<file path="config.mk">
export PLATFORM = sky130hd
export DESIGN_NAME = param_dp_ram
export DESIGN_NICKNAME = d
export VERILOG_FILES = /design/src/rtl/param_dp_ram_pkg.sv /design/src/rtl/param_dp_ram_rd_pipe.sv /design/src/rtl/param_dp_ram.sv
export SDC_FILE = /design/constraint.sdc
export NUM_CORES = 1
export LEC_CHECK = 0
export CAP_MARGIN = 20
export CORE_MARGIN = 10
export CORE_UTILIZATION = 55
export CTS_CLUSTER_DIAMETER = 50
export DETAILED_ROUTE_END_ITERATION = 10
export DONT_BUFFER_PORTS = 1
export PLACE_DENSITY = 0.7
export SKIP_CTS_REPAIR_TIMING = 1
export SLEW_MARGIN = 5
export SYNTH_ARGS = -nofsm -noshare
export SYNTH_HDL_FRONTEND = slang
export SYNTH_SLANG_ARGS = --single-unit
</file>
<file path="constraint.sdc">
create_clock -name clk -period 2.5 [get_ports clk]
set_clock_uncertainty 0.2 [all_clocks]
set_input_delay 0.5 -clock clk [delete_from_list [all_inputs] [get_ports clk]]
set_output_delay 0.5 -clock clk [all_outputs]
set_load 0.01 [all_outputs]
</file>
<file path="src/rtl/param_dp_ram_pkg.sv">
// param_dp_ram_pkg
// Shared definitions for the param_dp_ram storage block: the clear/ready
// state encoding and the legal read-latency range together with a helper
// used for the elaboration-time parameter check.
package param_dp_ram_pkg;

  typedef enum logic {
    ST_CLEAR = 1'b0,
    ST_READY = 1'b1
  } state_e;

  localparam int RD_LAT_MIN = 1;
  localparam int RD_LAT_MAX = 2;

  function automatic bit rd_lat_legal(input int lat);
    return (lat >= RD_LAT_MIN) && (lat <= RD_LAT_MAX);
  endfunction

endpackage

</file>
<file path="src/rtl/param_dp_ram_rd_pipe.sv">
// dp_ram_rd_pipe
// Read-side output pipeline of param_dp_ram. Carries the sampled read word,
// its valid flag and its collision flag through one or two register stages.
// Data registers load only on valid so rd_data holds its last value between
// reads; valid and collision bits are synchronously reset.
//
// Ports:
//   clk        in   clock, rising edge
//   reset      in   synchronous active-high reset
//   in_valid   in   a read was accepted this cycle
//   in_data    in   word sampled for that read (DATA_W)
//   in_coll    in   that read hit the address written in the same cycle
//   rd_data    out  read data, held between reads (DATA_W)
//   rd_valid   out  one-cycle pulse marking new rd_data
//   collision  out  collision flag aligned with rd_valid
module dp_ram_rd_pipe
  import param_dp_ram_pkg::*;
#(
  parameter int DATA_W = 8,
  parameter int RD_LAT = 1
) (
  input  logic              clk,
  input  logic              reset,
  input  logic              in_valid,
  input  logic [DATA_W-1:0] in_data,
  input  logic              in_coll,
  output logic [DATA_W-1:0] rd_data,
  output logic              rd_valid,
  output logic              collision
);

  logic [DATA_W-1:0] s1_data;
  logic              s1_valid;
  logic              s1_coll;

  always_ff @(posedge clk) begin
    if (reset) begin
      s1_data  <= '0;
      s1_valid <= 1'b0;
      s1_coll  <= 1'b0;
    end else begin
      s1_valid <= in_valid;
      s1_coll  <= in_valid & in_coll;
      if (in_valid) begin
        s1_data <= in_data;
      end
    end
  end

  generate
    if (RD_LAT == 1) begin : g_lat1
      assign rd_data   = s1_data;
      assign rd_valid  = s1_valid;
      assign collision = s1_coll;
    end else begin : g_lat2
      logic [DATA_W-1:0] s2_data;
      logic              s2_valid;
      logic              s2_coll;

      always_ff @(posedge clk) begin
        if (reset) begin
          s2_data  <= '0;
          s2_valid <= 1'b0;
          s2_coll  <= 1'b0;
        end else begin
          s2_valid <= s1_valid;
          s2_coll  <= s1_coll;
          if (s1_valid) begin
            s2_data <= s1_data;
          end
        end
      end

      assign rd_data   = s2_data;
      assign rd_valid  = s2_valid;
      assign collision = s2_coll;
    end
  endgenerate

endmodule

</file>
<file path="src/rtl/param_dp_ram.sv">
// param_dp_ram
// Simple dual-port RAM (one write port, one read port, single clock) with a
// hardware clear sequencer that writes CLEAR_VAL to every entry after reset.
// User operations are ignored while busy is high.
//
// State table:
//   ST_CLEAR | sequencer writes CLEAR_VAL to mem[clr_addr], busy=1
//   ST_READY | normal read/write operation, busy=0
//
// Ports:
//   clk        in   clock, rising edge
//   reset      in   synchronous active-high reset
//   cs         in   chip select, gates both ports
//   wr_en      in   write request
//   wr_addr    in   write address (ADDR_W)
//   wr_data    in   write data (DATA_W)
//   rd_en      in   read request
//   rd_addr    in   read address (ADDR_W)
//   rd_data    out  read data, held between reads (DATA_W)
//   rd_valid   out  one-cycle pulse marking new rd_data
//   collision  out  read hit the address written in the same cycle
//   busy       out  clear sequence in progress
module param_dp_ram
  import param_dp_ram_pkg::*;
#(
  parameter int                DATA_W      = 8,
  parameter int                ADDR_W      = 4,
  parameter int                RD_LAT      = 1,
  parameter bit                WRITE_FIRST = 1'b0,
  parameter logic [DATA_W-1:0] CLEAR_VAL   = '0
) (
  input  logic              clk,
  input  logic              reset,
  input  logic              cs,
  input  logic              wr_en,
  input  logic [ADDR_W-1:0] wr_addr,
  input  logic [DATA_W-1:0] wr_data,
  input  logic              rd_en,
  input  logic [ADDR_W-1:0] rd_addr,
  output logic [DATA_W-1:0] rd_data,
  output logic              rd_valid,
  output logic              collision,
  output logic              busy
);

  localparam int DEPTH = 1 << ADDR_W;
  localparam logic [ADDR_W-1:0] LAST_ADDR = ADDR_W'(DEPTH - 1);

  generate
    if (!rd_lat_legal(RD_LAT)) begin : g_bad_rd_lat
      $error("param_dp_ram: RD_LAT must be 1 or 2");
    end
  endgenerate

  logic [DATA_W-1:0] mem [DEPTH];

  state_e            state;
  state_e            state_nxt;
  logic [ADDR_W-1:0] clr_addr;

  logic              mem_we;
  logic [ADDR_W-1:0] mem_waddr;
  logic [DATA_W-1:0] mem_wdata;
  logic              rd_fire;
  logic              coll_hit;
  logic [DATA_W-1:0] rd_word;

  // State register
  always_ff @(posedge clk) begin
    if (reset) begin
      state <= ST_CLEAR;
    end else begin
      state <= state_nxt;
    end
  end

  // Next-state logic: leave CLEAR right after the last entry is written
  always_comb begin
    state_nxt = state;
    case (state)
      ST_CLEAR: if (clr_addr == LAST_ADDR) state_nxt = ST_READY;
      ST_READY: state_nxt = ST_READY;
      default:  state_nxt = ST_CLEAR;
    endcase
  end

  // Output logic: write-port mux between sequencer and user, read gating
  always_comb begin
    busy      = 1'b1;
    mem_we    = 1'b0;
    mem_waddr = clr_addr;
    mem_wdata = CLEAR_VAL;
    rd_fire   = 1'b0;
    coll_hit  = 1'b0;
    case (state)
      ST_CLEAR: begin
        busy   = 1'b1;
        mem_we = 1'b1;
      end
      ST_READY: begin
        busy      = 1'b0;
        mem_we    = cs & wr_en;
        mem_waddr = wr_addr;
        mem_wdata = wr_data;
        rd_fire   = cs & rd_en;
        coll_hit  = cs & rd_en & wr_en & (wr_addr == rd_addr);
      end
      default: begin
        busy = 1'b1;
      end
    endcase
  end

  always_ff @(posedge clk) begin
    if (reset) begin
      clr_addr <= '0;
    end else if (state == ST_CLEAR) begin
      clr_addr <= clr_addr + 1'b1;
    end
  end

  // The reset term keeps the sequencer from writing while reset is held.
  always_ff @(posedge clk) begin
    if (!reset && mem_we) begin
      mem[mem_waddr] <= mem_wdata;
    end
  end

  // Array read sees pre-edge contents (old data); write-first bypasses it.
  always_comb begin
    rd_word = mem[rd_addr];
    if (WRITE_FIRST && coll_hit) begin
      rd_word = wr_data;
    end
  end

  dp_ram_rd_pipe #(
    .DATA_W (DATA_W),
    .RD_LAT (RD_LAT)
  ) u_rd_pipe (
    .clk       (clk),
    .reset     (reset),
    .in_valid  (rd_fire),
    .in_data   (rd_word),
    .in_coll   (coll_hit),
    .rd_data   (rd_data),
    .rd_valid  (rd_valid),
    .collision (collision)
  );

endmodule

</file>
# After elaboration in Yosys (flattened, before gate mapping)
# Memory sizes are Yosys's and may differ from the RTL's. A register that Yosys moved wholly into a read port is not among the register bits.
# Cells that the tools add are included.
op_classes:
  addsub: 1
  eq_ne: 2
  muxes: 10
  bitwise: 6
  reduce_logical: 2
ops:
  columns: ["operator", "count"]
  rows:
  - ["2-to-1 mux 8 bit", 1]
  - ["case mux 1 bit (2 select lines)", 3]
  - ["bitwise AND 1 bit", 5]
  - ["2-to-1 mux 1 bit", 5]
  - ["adder 4 x 1 -> 4 bit (second input constant)", 1]
  - ["== test 4 bit", 1]
  - ["== test 4 bit (second input constant)", 1]
  - ["2-to-1 mux 4 bit", 1]
  - ["logical AND 1 bit", 1]
  - ["logical NOT 1 bit", 1]
  - ["inverter 1 bit", 1]
word_totals:
  regBits: 7
  ram_bits: 128
  wordCells: 26
  memories: 1
mem_list:
  columns: ["memory", "words", "word_bits", "read_ports", "rd_ports_with_merged_regs", "wr", "line", "text"]
  rows:
  - ["mem", 16, 8, 1, 1, 1, "param_dp_ram.sv:55", "logic [DATA_W-1:0] mem [DEPTH];"]

# Longest topological paths before layout
depth:
  depth_word: 5
  mapped_depth: 6
  depth_no_buf: 4

# By module
# Synthesis repeated with hierarchy kept, for this count alone.
unflattened:
  cells_unflattened: 303
  area_unflattened_um2: 5739.3
modules_own_cells:
  columns: ["module", "instances", "cells_each", "area_each_um2", "seq_area_each_um2"]
  rows:
  - ["param_dp_ram", 1, 273, 5392.7, 3943.8]
  - ["dp_ram_rd_pipe", 1, 30, 346.6, 200.2]

# Least setup slack after synthesis
# OpenSTA, ideal clock, no wires.
synth_path:
  path_kind: "reg-to-reg"
  from: "reg state"
  to: "mem mem[10][0] (enable)"
  setup_time_ps: 370
  arrival_time_ps: 1404
  required_time_ps: 1930
  slack_ps: 526
  stages_incl_launch_ff: 7
  n_path_buf: 2
  synth_period_minus_slack_ps: 1974
  cell_sequence: "dfxtp_1 -> buf_2 -> buf_2 -> nand4b_1 -> a21oi_1 -> nand2_1 -> nor2_1"
synth_between:
  elab_chain_len: 5
  word_cells_on_any_way: 6
  cone_classes: "mux: 4; bitwise: 1; reduce/logical: 1"
synth_lines:
  columns: ["item", "line", "text"]
  rows:
  - ["start: declaration", "param_dp_ram.sv:57", "state_e state;"]
  - ["start signal: assignment", "param_dp_ram.sv:73", "state <= state_nxt;"]
  - ["inverter 1 bit", null, null]
  - ["case mux 1 bit (2 select lines)", "param_dp_ram.sv:95", "case (state)"]
  - ["logical AND 1 bit", "param_dp_ram.sv:124", "if (!reset && mem_we) begin"]
  - ["2-to-1 mux 1 bit", "param_dp_ram.sv:124", null]
  - ["2-to-1 mux 1 bit (not written as such)", "param_dp_ram.sv:125", "mem[mem_waddr] <= mem_wdata;"]
  - ["end: declaration", "param_dp_ram.sv:55", null]
# Several ways; a longest one is shown, not always the timed one.

# Final worst setup path
layout_path:
  from: "reg state"
  to: "mem mem[10][2] (enable)"
# The elaborated chain is that of the path after synthesis.

==> metrics.txt <==
router iterations before antenna repair 5; Worst Path Required 2.44 ns; # setup viols final 0; Routed Antenna Nets 0; synth cell count leaders edfxtp_1, mux4_2, nor2_1; proportion of synthesized chip area in sequential cells ~73%; DR vias approximately 2900; remaining global-route overflow 0; Die Width ~120 µm; sw frac a little under 20%; drt total wl 11700 µm; critical path type reg -> reg; hold_sp rd_addr[0]; Max Fclk about 430 MHz; Hold Violations, Final 0; GRT Resource Usage Total between 10% and 20%; synthesized flop and latch total approximately 140; Worst Hold End u_rd_pipe.rd_data[5]; CTS tree done; Clock Latency Late Sink roughly 0.52 ns; I/O pin cnt 32; area of the core around 0.010 mm²; CP Data Arrival Time 2.25 ns; Psw approximately 0.0010 W; top-count cell post-synth edfxtp_1; Syn Area/Cell between 15 and 20 µm²; r2r startpoint state; Combinational Power Share under 10%; global-route wire length before repair ~18000 µm; ys flop type edfxtp_1; Max-cap violations 0; GP Congestion approximately 0.85; reg-to-reg slack, setup ~0.19 ns; R2R Path End mem[10][2]; hpwl dp 7670 µm; internal cell power approximately 0.0043 W; vias per cell 6.11; register area 0.00414 mm²; TNS Setup 0 ns; Worst Reg-to-Reg Cells 4; CTS buffer count 17; cell area power density approximately 810 mW/mm²; count of synthesis-stage warnings from yosys 0; met2 usage between 20 and 30%; Cell Rows 37; Initial DRC Count roughly 270; Tot Pwr around 0.0053 W; Routed WL per cell 24.7 µm; outcome finished, final reports clean; max-slew violations 0; area of the multi-input gates 0.00141 mm²; antenna violations before repair 0; worst-margin pin slew ~0.84 ns; Mapped Area between 0.005 and 0.006 mm²; syn_nets between 300 and 400; worst vdd ir roughly 0.47 mV; antenna cells 0; via count of the first global-routing pass a little under 3000; Final Cycle Share ~90%; number of port buffers 0; Initial Util between 50% and 60%; sequential group share of total power around 50%; Worst-path clk slew roughly 0.060 ns; Leak 2.15 nW; slew margin rel. between 40 and 50%; hold depth 2; pin count of the biggest net entering global routing 34; HP Class in -> reg; ys async rst share 0%; DRC 0; RSZ-0062 raised after global routing false; Clk pwr share 47.5%; area delta synth->final 14.5%; Die Y between 100 and 150 µm; crit path max fanout 11; Synth top area share about two thirds; Worst Setup End Kind flop; largest cells by area after synthesis edfxtp_1, mux4_2, dfxtp_1, mux2i_1, mux4_1; Filler cells ~720; share of post-route cells with drive strength above 1 24.0%; busiest metal layer after global routing met2; fin nets 347; Worst setup SP type flop; Syn Inst Count 299; cell taking the most area after synthesis edfxtp_1; clk sink count approximately 140; GR Layer Usage met1 around 22%; H-Tree Level Count 4; Die Area 0.0148 mm²; fin crit period ~2.3 ns; clk buf depth 2; Root Buffer clkbuf_8; met3 Resource Use GR approximately 4.8%; number of synthesized flops with an enable pin 128; Yosys cell types 34
## worst max-delay path by stage
| stage | endpoint | cells after the start | slack (ns) | startpoint |
|---|---|---|---|---|
| final | mem[10][2] | 4 | 0.19 | state |
| after global routing | mem[15][5] | 4 | 0.01 | state |
| after CTS | mem[15][4] | 4 | 0.19 | state |
| after detailed placement | mem[11][6] | 4 | 0.22 | state |
| after global placement | mem[13][6] | 4 | 0.28 | cs |
| after floorplan | mem[10][0] | 6 | 0.53 | state |
## per-layer routing
metal,vias to the layer above,part of all wire [%]
met1,1492,39
met2,134,51
met4,0,1.2
li1,1254,-
met3,16,8.1
met5,-,0
## layout make-up
cell class                 count  area share, %
timing repair buffer          21           2.54
tap                          136           2.62
clock buffer                  19           6.79
clock inverter                13           2.50
multi-input combinational    139           21.7
inverter                       3          0.173
sequential                   143           63.7
## cells in the final DEF (no fill, tap or decap), drive strengths merged, types with 5 or more instances in the layout
cell    instances
edfxtp        128
mux4           32
nor2           24
clkbuf         19
buf            18
nand2          16
mux2i          15
dfxtp          15
and2            8
clkinv          6
nand3           5
xor2            5
o221ai          5
## power groups by stage
stage | clock [W] | sequential (W) | combinational [W]
2_1_floorplan | 0 | 0.00266 | 0.000152
3_3_place_gp | 0 | 0.00266 | 0.000157
3_5_place_dp | 0 | 0.00266 | 0.000159
4_1_cts | 0.00254 | 0.00261 | 0.000160
5_1_grt | 0.00265 | 0.00262 | 0.000177
6_report | 0.00251 | 0.00261 | 0.000164
## critical path: stages, from the launching register on
cell and delay [ns]:
dfxtp_1 0.40, or2_2 0.32, a21oi_1 0.21, nand2_1 0.15, nor2_1 0.65
## sequential cells by signal, indices dropped and copies added (netlist names)
| register | count |
|---|---|
| u_rd_pipe.rd_data | 8 |
| u_rd_pipe.collision | 1 |
| clr_addr | 4 |
| u_rd_pipe.rd_valid | 1 |
| state | 1 |
| mem | 128 |
## logic make-up after synthesis
kind of cell,count (synthesis),share of synthesized area (%)
multiplexers,48,15.9
AO/OA/AOI/OAI,16,2.07
buffers and inverters,17,2.22
flip-flops,143,73.0
AND/OR/NAND/NOR,67,5.60
adder cells (fa/ha/maj),1,0.220
XOR/XNOR,7,1.08
## stage by stage
step | worst slack, ns | hold WS (ns) | area [µm²] | instances | util (%)
floorplan | 0.526 | 0.282 | 5680 | 299 | -
global placement | 0.280 | 0.302 | 5870 | 439 | 57.6
detailed placement | 0.216 | 0.311 | 5870 | 439 | 57.6
CTS | 0.194 | -0.174 | 6470 | 471 | 63.6
global route | 0.0126 | 0.00726 | 6500 | 474 | 63.9
finish | 0.190 | 0.00121 | 6500 | 474 | 63.9
Note: power is estimated with default switching activity, not from simulation.
==> RTL edit 1, RTL diff (config.mk and constraints unchanged) <==
Change the parameter `WRITE_FIRST` from 1'b0 to 1'b1.
--- a/src/rtl/param_dp_ram.sv
+++ b/src/rtl/param_dp_ram.sv
@@ -27,5 +27,5 @@
   parameter int                ADDR_W      = 4,
   parameter int                RD_LAT      = 1,
-  parameter bit                WRITE_FIRST = 1'b0,
+  parameter bit                WRITE_FIRST = 1'b1,
   parameter logic [DATA_W-1:0] CLEAR_VAL   = '0
 ) (
Behaviour: same outputs for any inputs over 10 cycles, from zero or initial values and one cycle with reset high; that may be too few to reach the edited logic, so the function may still have changed.
==> RTL edit 1 against the unedited design <==
Wire length is 3.1% lower. Via count up 3.6%. Area after synthesis grew 3.4%. Sequential cell count is the same. Cell area rose by 2.0%. Worst setup slack gained 0.25 ns. Total power is 3.6% lower. Critical endpoint is now u_rd_pipe.rd_data[1]. Largest power group unchanged.
==> RTL edit 1: results (changes against the unedited design) <==
result of the run=completed; sequential area share after synthesis=70.5% (-2.4 points); proportion of cell area occupied by multi-input gates=23.4% (+1.7 points); final antenna diode count=0 (unchanged); Vias per Instance=6.03 (-1.2%); clock distribution area overhead in the final layout=8.26% (-1.0 points); number of global-route vias before repair=2,983 (+0.067%); multiplexer share of the synthesized area=14.6% (-1.3 points); Final Instance Count excl. Fillers=497 (+4.9%); Max-slew headroom=48.7% (+5.1 points); count of plain and timing-repair buffers=23 (+9.5%); Avg Synthesized Cell Area=18.1 sq um (-4.6%); Reg2Reg Setup Slack=0.44 ns (+0.25 ns); Non-clock inverters=11 (+8); DPL Wire Length=7630 um (-0.50%); fillers=723 (-0.14%); fin nets=370 (+6.6%); Synth cell types=40 (+18%); first-pass GRT wire length=17,900 um (-0.19%); Avg WL per Cell=22.9 um (-7.6%); share of layout cells above drive strength 1=17.2% (-6.8 points); compound-cell area share of the yosys netlist=4.90% (+2.8 points); Critical Path AT=2.28 ns (+0.03 ns); Critical-path top delay cell=sky130_fd_sc_hd__dfxtp_1; share of total power in sequential cells=51.2% (+1.8 points); VDD IR max=408 uV (-12%); First DRT Iteration DRCs=350 (+29%); stage delay of the slowest cell on the critical path=0.58 ns (-0.07 ns); pre-CTS setup slack=0.332 ns (+0.116 ns); buffering overhead=2.75% (+0.21 points); XOR/XNOR Fraction of Synth Area=1.64% (+0.56 points); reported net switching power=1080 uW (+5.3%); most common library cells after synthesis=sky130_fd_sc_hd__edfxtp_1, sky130_fd_sc_hd__nor2_1, sky130_fd_sc_hd__nand2_1; Placed Cells incl. Taps=461 (+5.0%); count of H-tree levels built during CTS=4 (unchanged); maximum operating frequency=0.486 GHz (+12%); number of multi-input combinational cells in the layout=152 (+9.4%); crit-path leading delay family=flip-flops; GRT Resource Usage Total=16.1% (-0.94 points); largest cells by area after synthesis=sky130_fd_sc_hd__edfxtp_1, sky130_fd_sc_hd__mux4_1, sky130_fd_sc_hd__dfxtp_1, sky130_fd_sc_hd__mux4_2, sky130_fd_sc_hd__nor2_1; part of the total power dissipated in combinational logic=3.4% (+0.3 points); post-synthesis net count=346 (+7.8%)
[RTL edit 1: worst paths after layout]
check / from / end / cells past startpoint
max: state / u_rd_pipe.rd_data[1] / 5
min reg2reg: u_rd_pipe.rd_data[5] / u_rd_pipe.rd_data[5] / 2
max reg2reg: state / u_rd_pipe.rd_data[1] / 5
min: wr_data[6] / u_rd_pipe.rd_data[6] / 2
[RTL edit 1: metal layers]
metal | up-vias | wire (um) | track usage [%]
li1 | 1363 | - | -
met1 | 1542 | 4850 | 20.9
met2 | 83 | 5720 | 25.6
met3 | 11 | 660 | 4.69
met4 | 0 | 139 | 5.31
met5 | - | 0 | 0
[RTL edit 1: stage by stage]
step / hold slack, ns / area (sq um)
after floorplan: 0.303 / 5870
after global placement: 0.351 / 6050
after detailed placement: 0.353 / 6050
after CTS: -0.169 / 6600
after global routing: 0.00464 / 6640
final: 0.0269 / 6640
==> RTL edit 2, RTL diff (same settings) <==
Made on the original files. Register the output `collision`, cleared by the reset; this adds one clock of latency there. The other outputs are not delayed to match. Comments in the files are not updated.
--- a/src/rtl/param_dp_ram.sv
+++ b/src/rtl/param_dp_ram.sv
@@ -46,4 +46,6 @@
   localparam int DEPTH = 1 << ADDR_W;
   localparam logic [ADDR_W-1:0] LAST_ADDR = ADDR_W'(DEPTH - 1);
+
+  logic collision_d;
 
   generate
@@ -146,6 +148,14 @@
     .rd_data   (rd_data),
     .rd_valid  (rd_valid),
-    .collision (collision)
+    .collision (collision_d)
   );
+
+  always_ff @(posedge clk) begin
+    if (reset) begin
+      collision <= '0;
+    end else begin
+      collision <= collision_d;
+    end
+  end
 
 endmodule
Function: same outputs for any inputs over 10 cycles, from zero or initial values and one cycle with reset high; that may be too few to reach the edited logic, so the function may still have changed.
==> RTL edit 2 against the unedited design <==
Count of clock-buffer cells in the layout grew 4. Worst setup slack gained 0.087 ns. Cell area grew 0.46%. Maximum frequency grew 3.9%. Sequential cell count grew 1. Area after synthesis grew 1.2%. Total power grew 3.2%. Wire length shrank 0.37%. Largest cell class unchanged. Largest power group is now clock.
==> RTL edit 2: results (changes against the unedited design) <==
number of search-and-repair iterations in the first detailed-routing pass=5 (unchanged); number of global-route vias before repair=2,933 (-1.6%); count of H-tree levels built during CTS=4 (unchanged); DPL Wire Length=7450 um (-2.9%); result of the run=completed; global placement routability congestion=0.780 (-8.4%); fin nets=342 (-1.4%); most common library cells after synthesis=sky130_fd_sc_hd__edfxtp_1, sky130_fd_sc_hd__mux4_2, sky130_fd_sc_hd__nor2_1; met3 Usage GRT=4.04% (-0.72 points); Skew-Pair Late Insertion Delay=0.52 ns (about the same); Port Buf Inserts=0 (unchanged); post-synthesis net count=321 (unchanged); Critical-path top delay cell=sky130_fd_sc_hd__dfxtp_1; maximum number of pins on one net before global-route repair=34 (unchanged); transition at the pin with the smallest max-transition slack=0.828 ns (-0.0136 ns); antenna violations before repair=1 (+1); post-synthesis async set-or-reset flop share=0% (unchanged); first-pass GRT wire length=17,800 um (-1.0%); Post-DP Area=0.00587 sq mm (about the same); stage delay of the slowest cell on the critical path=0.53 ns (-0.12 ns); grt met2 use=27.0% (-0.48 points); Vias per Instance=6.11 (about the same); number of failing hold endpoints at the final stage=0 (unchanged); Synth cell types=39 (+15%); GRT Resource Usage Total=16.4% (-0.58 points); HP Class=in -> reg; maximum fanout along the worst path=16 (+5); leakage power of the design=0.00215 uW (+0.19%); overall routed net length=11,700 um (-0.37%); Critical Path AT=2.24 ns; Clock Path Buffers=2 (unchanged); flip-flop count of the largest register, all copies and words added=128 (unchanged); CTS Root Buffer Type=sky130_fd_sc_hd__clkbuf_8; Global Route met1 Usage=20.6% (-1.0 points); Hold Slack=0.00568 ns (+0.00447 ns); share of layout cells above drive strength 1=24.0% (+0.060 points); ys flop type=sky130_fd_sc_hd__edfxtp_1; number of buffers inserted during clock tree synthesis=17 (unchanged); Syn. warnings=0 (unchanged); register with the highest flop count=mem; CTS clock-pin slew for the worst setup and hold paths=0.06 ns (about the same); largest cells by area after synthesis=sky130_fd_sc_hd__edfxtp_1, sky130_fd_sc_hd__mux4_2, sky130_fd_sc_hd__dfxtp_1, sky130_fd_sc_hd__mux2i_1, sky130_fd_sc_hd__nor2_1; First DRT Iteration DRCs=313 (+15%); number of enable-type register cells in the synthesized netlist=128 (unchanged); sequential area share after synthesis=72.4% (-0.52 points); VDD IR max=485 uV (+4.2%)
RTL edit 2: final cells by class:
type                            instances  area (sq um)
Sequential cell                       144          4160
Fill cell                             692          3740
Multi-Input combinational cell        137          1410
Clock buffer                           23           487
Tap cell                              136           170
Clock inverter                          9           151
Timing Repair Buffer                   18           140
Inverter                                2          7.51
Antenna cell                            1          2.50
RTL edit 2: stage by stage:
stage	cells	setup slack (ns)	util, %
after global routing	470	0.176	63.6
after CTS	467	0.295	63.4
final	470	0.277	63.6
after floorplan	299	0.427	-
after detailed placement	435	0.347	57.2
after global placement	435	0.365	57.2
RTL edit 2: critical path, delay by kind of cell (launching register included):
kind,cells,cell delay [ns]
simple gates,1,0.15
buf+inv,3,0.61
flops,1,0.53
compound gates,1,0.43
RTL edit 2: routing by layer:
| layer | vias to the layer above | wire, um | share of wire, % |
|---|---|---|---|
| li1 | 1244 | - | - |
| met1 | 1476 | 4340 | 37 |
| met2 | 137 | 6090 | 52 |
| met3 | 17 | 1030 | 8.8 |
| met4 | 0 | 216 | 1.8 |
| met5 | - | 0 | 0 |
RTL edit 2: cell families after synthesis:
group           synth area share (%)
compound gates                  2.33
xor+xnor                        1.07
buf+inv                         3.00
mux                             15.6
simple gates                    5.31
flops                           72.4
fa+ha+maj                      0.218
RTL edit 2: power breakdown:
part	total [uW]	internal, uW	switching (uW)
Clock	2670	1750	920
Combinational	159	88.5	70.5
Sequential	2630	2620	13.7
Total	5460	4460	1000
RTL edit 2: final timing paths:
kind,endpoint,cells past startpoint,slack (ns),from
max,mem[1][7],5,0.28,state
min,u_rd_pipe.collision,3,0.006,wr_addr[1]
max reg2reg,mem[1][7],5,0.28,state
min reg2reg,collision,1,0.26,u_rd_pipe.collision
